==> src/rtl/wb_sdram_arbiter_pkg.sv <==
// ----------------------------------------------------------------------------
// wb_sdram_arbiter_pkg
// Shared definitions for the two-master Wishbone arbiter in front of the
// SDRAM bridge: FSM state encodings, grant identifiers and a small helper
// that maps a grant id onto its bus-owning state.
// No ports; imported by wb_sdram_arbiter and wb_arb_rr_pick.
// ----------------------------------------------------------------------------
package wb_sdram_arbiter_pkg;

    typedef enum logic [1:0] {
        ST_IDLE    = 2'd0,
        ST_BUS0    = 2'd1,
        ST_BUS1    = 2'd2,
        ST_RELEASE = 2'd3
    } arb_state_e;

    localparam logic GNT_M0 = 1'b0;
    localparam logic GNT_M1 = 1'b1;

    function automatic arb_state_e bus_state(input logic gnt_id);
        return (gnt_id == GNT_M1) ? ST_BUS1 : ST_BUS0;
    endfunction

endpackage

==> src/rtl/wb_sdram_arbiter_rr_pick.sv <==
// ----------------------------------------------------------------------------
// wb_arb_rr_pick
// Combinational two-way round-robin picker. A lone request always wins; on a
// tie the master that did not win last time is picked.
// Ports:
//   req0_i      master 0 request
//   req1_i      master 1 request
//   last_i      id of the most recently granted master
//   gnt_valid_o at least one request present
//   gnt_id_o    id of the master to grant (meaningful with gnt_valid_o)
// ----------------------------------------------------------------------------
module wb_arb_rr_pick
    import wb_sdram_arbiter_pkg::*;
(
    input  logic req0_i,
    input  logic req1_i,
    input  logic last_i,
    output logic gnt_valid_o,
    output logic gnt_id_o
);

    always_comb begin
        gnt_valid_o = req0_i | req1_i;
        if (req0_i && req1_i) begin
            gnt_id_o = (last_i == GNT_M1) ? GNT_M0 : GNT_M1;
        end else if (req1_i) begin
            gnt_id_o = GNT_M1;
        end else begin
            gnt_id_o = GNT_M0;
        end
    end

endmodule

==> src/rtl/wb_sdram_arbiter.sv <==
// ----------------------------------------------------------------------------
// wb_sdram_arbiter
// Two-master Wishbone arbiter feeding the single 32-bit Wishbone-to-16-bit
// Avalon SDRAM bridge. Master 0 is the instruction bus, master 1 the data bus.
// One master is locked onto the bridge until the bridge acks; the bridge's
// possibly multi-cycle ack is reduced to a single-cycle ack to that master,
// and the tail of the ack is absorbed in RELEASE. Ties alternate round-robin.
//
// Optional feature: define WB_ARB_TIMEOUT_EN to add a bus watchdog. After
// TIMEOUT cycles in a bus state without an ack, the owning master receives a
// 1-cycle err instead of an ack and the arbiter releases the bridge.
// Without the macro mN_err_o is tied low and a bus state waits forever.
//
// Ports:
//   clk, rst               clock, synchronous active-high reset
//   mN_adr_i/dat_i/sel_i   master N address, write data, byte selects
//   mN_we_i/cyc_i/stb_i    master N write enable, cycle, strobe
//   mN_dat_o               read data to master N (bridge data fanned out)
//   mN_ack_o/err_o         1-cycle ack / timeout error to master N
//   s_adr_o/dat_o/sel_o    bridge address, write data, byte selects
//   s_we_o/cyc_o/stb_o     bridge write enable, cycle, strobe
//   s_dat_i/ack_i          bridge read data, ack (may be held several cycles)
// ----------------------------------------------------------------------------
module wb_sdram_arbiter
    import wb_sdram_arbiter_pkg::*;
#(
    parameter int AW      = 32,
    parameter int DW      = 32,
    parameter int TIMEOUT = 1024
) (
    input  logic            clk,
    input  logic            rst,

    input  logic [AW-1:0]   m0_adr_i,
    input  logic [DW-1:0]   m0_dat_i,
    input  logic [DW/8-1:0] m0_sel_i,
    input  logic            m0_we_i,
    input  logic            m0_cyc_i,
    input  logic            m0_stb_i,
    output logic [DW-1:0]   m0_dat_o,
    output logic            m0_ack_o,
    output logic            m0_err_o,

    input  logic [AW-1:0]   m1_adr_i,
    input  logic [DW-1:0]   m1_dat_i,
    input  logic [DW/8-1:0] m1_sel_i,
    input  logic            m1_we_i,
    input  logic            m1_cyc_i,
    input  logic            m1_stb_i,
    output logic [DW-1:0]   m1_dat_o,
    output logic            m1_ack_o,
    output logic            m1_err_o,

    output logic [AW-1:0]   s_adr_o,
    output logic [DW-1:0]   s_dat_o,
    output logic [DW/8-1:0] s_sel_o,
    output logic            s_we_o,
    output logic            s_cyc_o,
    output logic            s_stb_o,
    input  logic [DW-1:0]   s_dat_i,
    input  logic            s_ack_i
);

    arb_state_e state_q;
    logic       last_q;
    logic       gnt_valid;
    logic       gnt_id;
    logic       in_bus;
    logic       expire;

    wb_arb_rr_pick u_pick (
        .req0_i      (m0_cyc_i & m0_stb_i),
        .req1_i      (m1_cyc_i & m1_stb_i),
        .last_i      (last_q),
        .gnt_valid_o (gnt_valid),
        .gnt_id_o    (gnt_id)
    );

    assign in_bus = (state_q == ST_BUS0) || (state_q == ST_BUS1);

`ifdef WB_ARB_TIMEOUT_EN
    localparam int CW = $clog2(TIMEOUT);
    localparam logic [CW-1:0] CNT_LAST = CW'(TIMEOUT - 1);

    logic [CW-1:0] cnt_q;

    // Counts cycles spent in the current bus state; cleared on every grant.
    always_ff @(posedge clk) begin
        if (rst) begin
            cnt_q <= '0;
        end else if (state_q == ST_IDLE) begin
            cnt_q <= '0;
        end else if (in_bus) begin
            cnt_q <= cnt_q + CW'(1);
        end
    end

    assign expire = in_bus && (cnt_q == CNT_LAST);
`else
    logic unused_timeout;
    assign unused_timeout = (TIMEOUT < 2);
    assign expire         = 1'b0;
`endif

    always_ff @(posedge clk) begin
        if (rst) begin
            state_q <= ST_IDLE;
            last_q  <= GNT_M1;
        end else begin
            case (state_q)
                ST_IDLE: begin
                    if (gnt_valid) begin
                        state_q <= bus_state(gnt_id);
                        last_q  <= gnt_id;
                    end
                end
                ST_BUS0, ST_BUS1: begin
                    // Grant stays locked until the bridge answers (or the
                    // watchdog fires), whatever the master does meanwhile.
                    if (s_ack_i || expire) begin
                        state_q <= ST_RELEASE;
                    end
                end
                ST_RELEASE: begin
                    // Swallow the remainder of a stretched bridge ack.
                    if (!s_ack_i) begin
                        state_q <= ST_IDLE;
                    end
                end
                default: state_q <= ST_IDLE;
            endcase
        end
    end

    always_comb begin
        s_adr_o = '0;
        s_dat_o = '0;
        s_sel_o = '0;
        s_we_o  = 1'b0;
        case (state_q)
            ST_BUS0: begin
                s_adr_o = m0_adr_i;
                s_dat_o = m0_dat_i;
                s_sel_o = m0_sel_i;
                s_we_o  = m0_we_i;
            end
            ST_BUS1: begin
                s_adr_o = m1_adr_i;
                s_dat_o = m1_dat_i;
                s_sel_o = m1_sel_i;
                s_we_o  = m1_we_i;
            end
            default: ;
        endcase
    end

    assign s_cyc_o = in_bus;
    assign s_stb_o = in_bus;

    // Ack/err are only ever raised in the single cycle that leaves a bus
    // state, so each is exactly one cycle wide. A reset cycle suppresses
    // them because the transfer is being abandoned.
    assign m0_ack_o = !rst && (state_q == ST_BUS0) && s_ack_i;
    assign m1_ack_o = !rst && (state_q == ST_BUS1) && s_ack_i;
    assign m0_err_o = !rst && (state_q == ST_BUS0) && expire && !s_ack_i;
    assign m1_err_o = !rst && (state_q == ST_BUS1) && expire && !s_ack_i;

    assign m0_dat_o = s_dat_i;
    assign m1_dat_o = s_dat_i;

endmodule
==> config.mk <==
export PLATFORM = sky130hd
export DESIGN_NAME = wb_sdram_arbiter
export DESIGN_NICKNAME = d
export VERILOG_FILES = /design/src/rtl/wb_sdram_arbiter_pkg.sv /design/src/rtl/wb_sdram_arbiter_rr_pick.sv /design/src/rtl/wb_sdram_arbiter.sv
export SDC_FILE = /design/constraint.sdc
export NUM_CORES = 1
export LEC_CHECK = 0
export BUFFER_PORTS_ARGS = -buffer_cell sky130_fd_sc_hd__buf_4
export CAP_MARGIN = 20
export CORE_AREA = 2 2 122 124
export DETAILED_ROUTE_END_ITERATION = 6
export DIE_AREA = 0 0 124 126
export PLACE_DENSITY_LB_ADDON = 0.25
export SYNTH_ARGS = -nofsm -noshare
export SYNTH_HDL_FRONTEND = slang
export SYNTH_SLANG_ARGS = --single-unit
==> constraint.sdc <==
create_clock -name clk -period 2.19 [get_ports clk]
set_clock_uncertainty 0.1 [all_clocks]
set_input_delay 0.438 -clock clk [delete_from_list [all_inputs] [get_ports clk]]
set_output_delay 0.438 -clock clk [all_outputs]
set_load 0.02 [all_outputs]
==> impl_metrics.xml <==
<?xml version="1.0" encoding="UTF-8"?>
<metrics>
  <group name="sta">
    <metric name="timing.final.setup_violations" unit="">0</metric>
    <metric name="max_freq" unit="MHz">478</metric>
    <metric name="timing.final.max_slew_violations" unit="">0</metric>
    <metric name="final_hold_viol_count" unit="">0</metric>
    <metric name="post-route-min-period" unit="ns">2.09</metric>
    <metric name="finalSetupTns" unit="ns">0</metric>
    <metric name="period_share" unit="%">95.6</metric>
    <metric name="setup_repair_after_global_routing_missed_its_margin" unit="">no</metric>
  </group>
  <group name="power">
    <metric name="leakage" unit="nW">1.55</metric>
    <metric name="irDropWorstVdd" unit="mV">0.611</metric>
    <metric name="powerDensity" unit="mW/mm2">956</metric>
  </group>
  <group name="logic_synthesis">
    <metric name="synth_enable_flop_cells" unit="">0</metric>
    <metric name="yosys.area_share.simple" unit="%">27.1</metric>
    <metric name="synth_largest_area_cell" unit="">a22oi_1</metric>
    <metric name="yosysUniqueCellTypes" unit="">23</metric>
    <metric name="main_combinational_cell_family_by_area_after_synthesis" unit="">buffers and inverters</metric>
    <metric name="synth_area_per_cell" unit="um2">7.08</metric>
    <metric name="postSynthCellCount" unit="">259</metric>
    <metric name="synth.mux.area_fraction" unit="%">1.09</metric>
    <metric name="yosys.area_share.adder" unit="%">2.73</metric>
    <metric name="synth-seq-area-share" unit="%">3.27</metric>
    <metric name="synth_ff_type" unit="">dfxtp_1</metric>
    <metric name="postSynthRegisterBits" unit="">3</metric>
    <metric name="synth-xor-area-share" unit="%">0</metric>
    <metric name="ys.warnings.count" unit="">0</metric>
    <metric name="netlist.area_leader.share" unit="%">28.2</metric>
    <metric name="yosys-top-cells-count" unit="">a22oi_1, nor2b_1, buf_4, buf_2, clkbuf_1</metric>
    <metric name="async_flop_share" unit="%">0</metric>
    <metric name="synth_compound_area_share" unit="%">31.4</metric>
    <metric name="syn_area" unit="mm2">0.00183</metric>
    <metric name="synth.area.top_cells" unit="">a22oi_1, buf_4, nor2b_1, buf_2, dfxtp_1</metric>
  </group>
  <group name="cts">
    <metric name="clk_latency" unit="ns">0.23</metric>
    <metric name="clkTransAtPathRegs" unit="ns">0.03</metric>
    <metric name="numClockSinks" unit="">3</metric>
    <metric name="post-cts-setup-buffers" unit="">0</metric>
    <metric name="cts_htree_levels" unit="">1</metric>
    <metric name="tritoncts.num_buffers" unit="">3</metric>
    <metric name="cts_root_buf" unit="">clkbuf_16</metric>
    <metric name="max-clock-path-buffers" unit="">2</metric>
    <metric name="cts_tree" unit="">done</metric>
  </group>
  <group name="detailed_routing">
    <metric name="drtPass1Iterations" unit="">4</metric>
    <metric name="drt-total-wl" unit="um">8230</metric>
    <metric name="avgViaCountPerCell" unit="">4.05</metric>
    <metric name="detailedRoute.firstIterationViolations" unit="">71</metric>
    <metric name="number_of_nets_with_antenna_violations_after_routing" unit="">0</metric>
    <metric name="drt-wirelength-per-cell" unit="um">14.1</metric>
    <metric name="via_count" unit="">2367</metric>
    <metric name="post-route-drc-count" unit="">0</metric>
  </group>
  <group name="placed_design">
    <metric name="post-dp-hpwl" unit="um">5810</metric>
    <metric name="placement.io_buffers" unit="">217</metric>
    <metric name="gp_congestion" unit="">0.761</metric>
    <metric name="placed_cell_area" unit="mm2">0.00324</metric>
  </group>
  <group name="floorplan">
    <metric name="initial_utilization" unit="%">12.8</metric>
    <metric name="fp.coreArea" unit="mm2">0.0143</metric>
    <metric name="floorplan.io_pins" unit="">316</metric>
    <metric name="die_height" unit="um">126</metric>
    <metric name="chipWidth" unit="um">124</metric>
    <metric name="fp.dieArea" unit="mm2">0.0156</metric>
    <metric name="placement_row_count" unit="">44</metric>
  </group>
  <group name="layout">
    <metric name="finalNetCount" unit="">582</metric>
    <metric name="n_antenna_cell" unit="">0</metric>
    <metric name="synthToLayoutAreaGrowth" unit="%">88.6</metric>
    <metric name="drive_above_1_share" unit="%">63.5</metric>
    <metric name="fillCellCount" unit="">1548</metric>
    <metric name="fin_area" unit="mm2">0.00346</metric>
  </group>
  <group name="setup_path">
    <metric name="worst-path-buf-inv" unit="">3</metric>
    <metric name="worstSetupEndpointType" unit="">output pin</metric>
    <metric name="startpoint_to_endpoint_class_of_the_critical_path" unit="">flop to output pin</metric>
    <metric name="worstSetupStartpoint" unit="">state_q[0]</metric>
    <metric name="worst_path_dominant_cell_family" unit="">buffers and inverters</metric>
    <metric name="timing.critical_path.slowest_cell_delay" unit="ns">0.38</metric>
    <metric name="path_cells" unit="">inv_2 &gt; ha_4 &gt; buf_12 &gt; a22oi_1 &gt; nor2b_1 &gt; buf_4</metric>
    <metric name="cp_slowest_cell" unit="">dfxtp_2</metric>
    <metric name="crit_fanout" unit="">34</metric>
    <metric name="worstSetupStartpointType" unit="">flop</metric>
    <metric name="cp_data_required_time" unit="ns">1.65</metric>
    <metric name="worst-endpoint-arrival" unit="ns">1.56</metric>
    <metric name="r2r_start" unit="">state_q[1]</metric>
  </group>
  <group name="min_path">
    <metric name="hp-start" unit="">rst</metric>
    <metric name="worst_hold_path_type" unit="">input port to flop</metric>
  </group>
  <group name="grt">
    <metric name="grt_pass1_wl" unit="um">10400</metric>
    <metric name="grt_start_max_net_pins" unit="">39</metric>
    <metric name="antenna_found_initial" unit="">0</metric>
    <metric name="number_of_global_route_vias_before_repair" unit="">2143</metric>
    <metric name="grt_overflow" unit="">0</metric>
    <metric name="grtUsageTotal" unit="%">8.18</metric>
  </group>
  <group name="flow_run">
    <metric name="maxCapViolations" unit="">0</metric>
  </group>
  <group name="status">
    <metric name="outcome" unit="">finished, final reports clean</metric>
  </group>
</metrics>
-- layout by cell type (no fill, tap or decap), drive strengths merged --
cell    Yosys  routed
nor2        1       1
a22oi      69      69
and2        2       2
a31oi       3       3
clkbuf      7       8
dfxtp       3       3
nand3       1       1
nor2b      69      69
conb        1       2
inv         3       3
nand2b      2       2
o31a        1       1
a311o       1       1
and3b       2       2
a211oi      1       1
o32ai       1       1
or2         1       1
mux2i       2       2
and2b       1       1
buf        84     223
ha          4       4
-- routing by layer --
metal	track usage, %	up-vias	wire length, um
li1	-	1123	-
met1	8.03	1083	2940
met2	16.1	138	4400
met3	1.22	23	663
met4	4.10	0	228
met5	0	-	0
-- cell families (layout without fill, tap and decap cells) --
logic type      after synthesis  after routing
simple gates                 79             79
compound gates               76             76
buf+inv                      94            234
flops                         3              3
fa+ha+maj                     4              4
mux                           2              2
other cells                   1              2
-- flip-flops by register name, indices dropped and copies added (netlist names) --
name	flops
state_q	2
last_q	1
-- layout make-up --
type	instances	area, um2	area share, %
timing repair buffer	227	1850	53.5
multi-input combinational	163	1230	35.5
tap	184	230	6.65
clock buffer	4	78.8	2.28
sequential	3	62.6	1.81
inverter	3	11.3	0.325
-- path summary, 6_finish.rpt --
check | cells after the start | to | slack (ns)
max | 6 | s_dat_o[0] | 0.1
min | 2 | state_q[1] | 0.31
max reg2reg | 6 | state_q[0] | 0.51
min reg2reg | 2 | state_q[0] | 0.42
-- power breakdown --
part | leakage (nW) | switching (mW) | total [mW] | internal (mW)
clock network | 0.0382 | 0.0550 | 0.296 | 0.241
logic | 1.49 | 1.43 | 2.91 | 1.48
registers | 0.0254 | 0.0250 | 0.100 | 0.0750
total | 1.55 | 1.51 | 3.31 | 1.79
-- through the flow --
| step | cells | util [%] | hold slack [ns] | setup WS (ns) | power [mW] |
|---|---|---|---|---|---|
| 2_1_floorplan | 260 | - | 0.382 | 0.0609 | 1.85 |
| 5_1_grt | 584 | 24.2 | 0.314 | 0.0202 | 3.55 |
| 3_3_place_gp | 576 | 22.6 | 0.419 | 0.249 | 2.70 |
| 3_5_place_dp | 576 | 22.6 | 0.416 | 0.256 | 2.70 |
| 4_1_cts | 580 | 23.2 | 0.320 | 0.00448 | 3.01 |
| 6_report | 584 | 24.2 | 0.312 | 0.0968 | 3.31 |
-- timing repair --
item / 4_1_cts / 5_1_grt
hold buffers: 0 / 0
resized for setup: 0 / 10
setup endpoints to repair: 0 / 38
endpoints found under the hold margin: 0 / 0
Note: power is estimated with default switching activity, not from simulation.
